$ cat config.mk
export PLATFORM = sky130hd
export DESIGN_NAME = fetch_stage
export DESIGN_NICKNAME = d
export VERILOG_FILES = /design/src/rtl/fetch_stage.sv
export SDC_FILE = /design/constraint.sdc
export NUM_CORES = 1
export LEC_CHECK = 0
export ABC_AREA = 1
export BUFFER_PORTS_ARGS = -buffer_cell sky130_fd_sc_hd__buf_4
export CAP_MARGIN = 10
export CELL_PAD_IN_SITES_DETAIL_PLACEMENT = 1
export CELL_PAD_IN_SITES_GLOBAL_PLACEMENT = 1
export CORE_MARGIN = 4
export CORE_UTILIZATION = 36
export DETAILED_ROUTE_END_ITERATION = 16
export PLACE_DENSITY_LB_ADDON = 0.1
export REMOVE_ABC_BUFFERS = 1
export SLEW_MARGIN = 0
export SYNTH_ARGS = -nofsm -noshare
export SYNTH_HDL_FRONTEND = slang
export SYNTH_SLANG_ARGS = --single-unit
$ cat constraint.sdc
create_clock -name clk -period 1.7 [get_ports clk]
set_input_delay 0 -clock clk [delete_from_list [all_inputs] [get_ports clk]]
set_output_delay 0 -clock clk [all_outputs]
set_load 0.02 [all_outputs]
$ cat src/rtl/fetch_stage.sv
// MIPS instruction-fetch stage with IF/ID register: owns the PC, runs the imem
// request handshake, and applies redirect/stall/bubble rules to IF/ID.
module fetch_stage #(
  parameter logic [31:0] RESET_PC = 32'h0000_0000
) (
  input  logic        clk,
  input  logic        rst,
  output logic        imem_req,
  output logic [31:0] imem_addr,
  input  logic        imem_ready,
  input  logic [31:0] imem_rdata,
  input  logic        stall,
  input  logic [1:0]  PCsrc,
  input  logic [31:0] jr_target,
  input  logic [31:0] branch_target,
  output logic [31:0] pc,
  output logic [31:0] if_id_instr,
  output logic [31:0] if_id_pc4,
  output logic        if_id_valid,
  output logic [1:0]  dbg_state_o
);

  // Handshake: a request is imem_req=1 with imem_addr; it completes on the
  // rising edge where imem_ready=1, and req/addr hold steady until then.
  typedef enum logic [1:0] {
    S_FETCH = 2'd0,
    S_DRAIN = 2'd1,
    S_HELD  = 2'd2
  } state_t;

  state_t      state_q, state_d;
  logic [31:0] pc_q, pc_d;
  logic [31:0] pend_q, pend_d;
  logic [31:0] buf_q, buf_d;
  logic [31:0] instr_q, instr_d;
  logic [31:0] pc4_q, pc4_d;
  logic        valid_q, valid_d;

  logic        redirect;
  logic        bubble;
  logic [31:0] target;
  logic [31:0] pc_seq;

  assign redirect = valid_q && (PCsrc != 2'b00) && !stall;
  assign pc_seq   = pc_q + 32'd4;

  always_comb begin
    case (PCsrc)
      2'b01:   target = jr_target;
      2'b10:   target = branch_target;
      default: target = {pc4_q[31:28], instr_q[25:0], 2'b00};
    endcase
  end

  always_ff @(posedge clk) begin
    if (rst) begin
      state_q <= S_FETCH;
      pc_q    <= RESET_PC;
      pend_q  <= '0;
      buf_q   <= '0;
      instr_q <= '0;
      pc4_q   <= '0;
      valid_q <= 1'b0;
    end else begin
      state_q <= state_d;
      pc_q    <= pc_d;
      pend_q  <= pend_d;
      buf_q   <= buf_d;
      instr_q <= instr_d;
      pc4_q   <= pc4_d;
      valid_q <= valid_d;
    end
  end

  always_comb begin
    state_d = state_q;
    pc_d    = pc_q;
    pend_d  = pend_q;
    buf_d   = buf_q;
    instr_d = instr_q;
    pc4_d   = pc4_q;
    valid_d = valid_q;
    bubble  = 1'b0;
    case (state_q)
      S_FETCH: begin
        if (redirect) begin
          bubble = 1'b1;
          if (imem_ready) begin
            pc_d = target;
          end else begin
            pend_d  = target;
            state_d = S_DRAIN;
          end
        end else if (imem_ready) begin
          if (!stall) begin
            instr_d = imem_rdata;
            pc4_d   = pc_seq;
            valid_d = 1'b1;
            pc_d    = pc_seq;
          end else begin
            buf_d   = imem_rdata;
            state_d = S_HELD;
          end
        end else if (!stall) begin
          bubble = 1'b1;
        end
      end
      S_DRAIN: begin
        // The abandoned fetch must still complete before the new PC is issued.
        bubble = 1'b1;
        if (imem_ready) begin
          pc_d    = pend_q;
          state_d = S_FETCH;
        end
      end
      S_HELD: begin
        if (redirect) begin
          bubble  = 1'b1;
          pc_d    = target;
          state_d = S_FETCH;
        end else if (!stall) begin
          instr_d = buf_q;
          pc4_d   = pc_seq;
          valid_d = 1'b1;
          pc_d    = pc_seq;
          state_d = S_FETCH;
        end
      end
      default: state_d = S_FETCH;
    endcase
    if (bubble) begin
      instr_d = '0;
      pc4_d   = '0;
      valid_d = 1'b0;
    end
  end

  always_comb begin
    imem_req    = !rst && (state_q != S_HELD);
    imem_addr   = pc_q;
    pc          = pc_q;
    if_id_instr = instr_q;
    if_id_pc4   = pc4_q;
    if_id_valid = valid_q;
    dbg_state_o = state_q;
  end

endmodule

==> results.py <==
metrics = {
    "place": {
        "dp.cells": 1811,
        "gp_congestion": 0.886,
        "port_buffers": 233,
        "place_hpwl_microns": 23500,
        "place_area_sq_mm": 0.0108,
    },
    "clocking": {
        "htree_levels": 4,
        "numCtsBuffers": 17,
        "cts.sinks": 163,
        "clkTransAtPathRegs_ps": 70,
        "cts_tree": "built",
        "cts_root_buffer": "clkbuf_16",
        "clk_latency_ps": 430,
        "cts_max_path_buffers": 2,
    },
    "sta": {
        "maxSlewHeadroom": 0.725,
        "max_freq_mhz": 596,
        "hold_violations": 4,
        "finClkSkew_ps": 10.6,
        "finalCritPeriodShare": 0.986,
        "hold_ws_ps": -12.6,
        "finalSetupViolCount": 0,
        "grt_setup_unrepaired": "true",
        "slew_violations": 0,
        "min_period_ps": 1680,
        "worst-slew-pin-transition_ps": 410,
    },
    "yosys": {
        "synth_edf_count": 0,
        "async_flop_share": 0,
        "synth_area_sq_mm": 0.00844,
        "synthAdderAreaFrac": 0.00593,
        "synthSimpleGateAreaFrac": 0.293,
        "synthMuxAreaShare": 0,
        "synth_xor_area_frac": 0.0135,
        "synth_compound_area_frac": 0.199,
        "synth.distinct_cells": 38,
        "synth_top_family_by_area": "simple AND/OR/NAND/NOR gates",
        "yosys_warnings": 0,
        "synth.avg_cell_area_sq_um": 6.52,
        "syn-instance-count": 1294,
        "synth-seq-cells": 163,
        "synthTopCellsByArea": "dfxtp_1, nand2_1, a21oi_1",
        "yosysSeqAreaShare": 0.386,
        "synth_top_area_share": 0.386,
        "yosys_most_used_dff": "dfxtp_1",
        "synth_top_cell_by_area": "dfxtp_1",
    },
    "worst_setup_path": {
        "r2r_end": "imem_addr[14]$_SDFFE_PP0P_",
        "reg2reg_slack_ps": 20,
        "r2r_cells": 11,
        "start_kind": "flop",
        "crit_path_end_kind": "flop",
        "required_ps": 2050,
        "path_max_fanout": 11,
        "worstReg2RegStart": "if_id_valid$_SDFFE_PP0P_",
        "path_class": "flop to flop",
        "crit_arrival_ps": 2030,
    },
    "pwr": {
        "leakagePower_nw": 5.39,
        "p_per_area_mw_per_mm2": 825,
        "peakVddDrop_mv": 0.561,
    },
    "global_routing": {
        "grt_pass1_wl_microns": 52600,
        "grt_overflow": 0,
        "grt_util_all_layers": 0.247,
        "grt_max_degree": 55,
        "antenna_found_initial": 0,
        "grt_pass1_vias": 9650,
    },
    "routing": {
        "wl_per_cell_microns": 17.7,
        "via_per_inst": 5.06,
        "drt_pass1_iterations": 5,
        "antenna_left": 0,
        "drcViolationCount": 0,
        "drt-initial-drc-count": 536,
        "vias": 9630,
        "drt-total-wl_microns": 33700,
    },
    "job": {
        "cap_viol_max_count": 0,
    },
    "floorplanning": {
        "pin_count": 234,
        "die_h_microns": 161,
        "num_rows": 55,
        "core-area_sq_mm": 0.0228,
        "die_area_sq_mm": 0.0260,
        "die_w_microns": 161,
        "start_util": 0.370,
    },
    "final_layout": {
        "final_cell_mix": "nand2_1, buf_4, a21oi_1, dfxtp_1, nor2_1",
        "layout.cells.non_filler": 1902,
        "fin_area_sq_mm": 0.0123,
        "layout-drive-gt1-share": 0.283,
        "syn2layout_area_growth_pct": 45.5,
        "fin_nets": 1683,
        "final_common_cell": "nand2_1",
        "utilization": 0.538,
        "antennaDiodeCount": 0,
    },
    "outcome": {
        "violations": "hold timing",
        "status": "complete, but fails checks",
    },
    "min_path": {
        "min_path_type": "input port to flop",
        "holdPathEnd": "pend_q[13]$_SDFFE_PP0P_",
        "min_from": "jr_target[13]",
        "holdPathStages": 5,
    },
}
cell families after synthesis:
group                    after synthesis
XOR/XNOR                              13
adder cells (fa/ha/maj)                4
flip-flops                           163
AO/OA/AOI/OAI                        320
AND/OR/NAND/NOR                      613
buffers and inverters                181
worst max-delay path: stages (launching register included):
cell and delay [ps]:
dfxtp_2 340, inv_2 60, nor3_4 200, buf_4 160
buf_12 120, o21ai_0 80, a21oi_1 160, buf_4 150
nor2_1 60, nand2_1 80, nand2_1 70, a21oi_2 120
layer usage:
metal / vias up / track usage / routed length, microns
met2: 253 / 0.409 / 15900
li1: 4697 / - / -
met1: 4658 / 0.342 / 15600
met5: - / 0 / 0
met4: 0 / 0.0531 / 401
met3: 22 / 0.0396 / 1810
final cells by class:
| class | instances | area, sq um |
|---|---|---|
| fillers | 2971 | 10600 |
| repair buffers | 371 | 3130 |
| clock buffers | 18 | 429 |
| flip-flops and latches | 163 | 3300 |
| clock inverters | 13 | 200 |
| inverters | 74 | 285 |
| multi-input cells | 950 | 4550 |
| well taps | 313 | 392 |
worst max path at each step:
stage	start	endpoint
6_report	if_id_valid$_SDFFE_PP0P_	imem_addr[14]$_SDFFE_PP0P_
5_1_grt	imem_addr[15]$_SDFFE_PP0P_	imem_addr[24]$_SDFFE_PP0P_
4_1_cts	dbg_state_o[1]$_SDFFE_PP0P_	if_id_instr[25]$_SDFFE_PP0P_
3_5_place_dp	imem_addr[3]$_SDFFE_PP0P_	imem_addr[14]$_SDFFE_PP0P_
3_3_place_gp	imem_addr[2]$_SDFFE_PP0P_	imem_addr[10]$_SDFFE_PP0P_
2_1_floorplan	if_id_valid$_SDFFE_PP0P_	if_id_pc4[23]$_SDFFE_PP0P_
per-stage QoR:
stage          worst slack, ps  TNS [ps]  total power [mW]
2_1_floorplan             -966    -74260              4.92
3_3_place_gp              2.58         0              5.79
3_5_place_dp             -62.3      -383              5.83
4_1_cts                  -65.3     -84.1              10.1
5_1_grt                  -80.8     -1240              10.5
6_report                  23.1         0              10.1
cells in the mapped netlist (5+ instances only):
cell      instances
a21o_1            5
a21oi_1         189
a22oi_1           7
buf_2            29
buf_4            37
clkbuf_1         37
dfxtp_1         163
inv_1            62
inv_2             9
nand2_1         417
nand2_2           5
nand3_1          26
nand3b_1          5
nand4_1           6
nor2_1          139
nor2_4            5
o211ai_1          7
o21ai_0          97
o21ai_1           5
xnor2_1           5
xor2_1            8
registers in the layout, indices dropped and copies added (netlist names):
name	cells
buf_q	32
if_id_instr	32
if_id_pc4	32
imem_addr	32
pend_q	32
dbg_state_o	2
if_id_valid	1
where the power goes:
group / switching (mW) / internal [mW]
logic: 1.06 / 0.767
clock network: 1.74 / 2.49
registers: 0.112 / 3.97
total: 2.91 / 7.23
timing repair:
action | in CTS | in global routing
hold buffers | 47 | 0
gates cloned | 0 | 1
buffers inserted | 0 | 12
pin swaps | 3 | 19
resized for setup | 13 | 76
hold endpoints to repair | 76 | 0
setup endpoints to repair | 21 | 102
No activity file was read; power rests on OpenSTA's default activity.
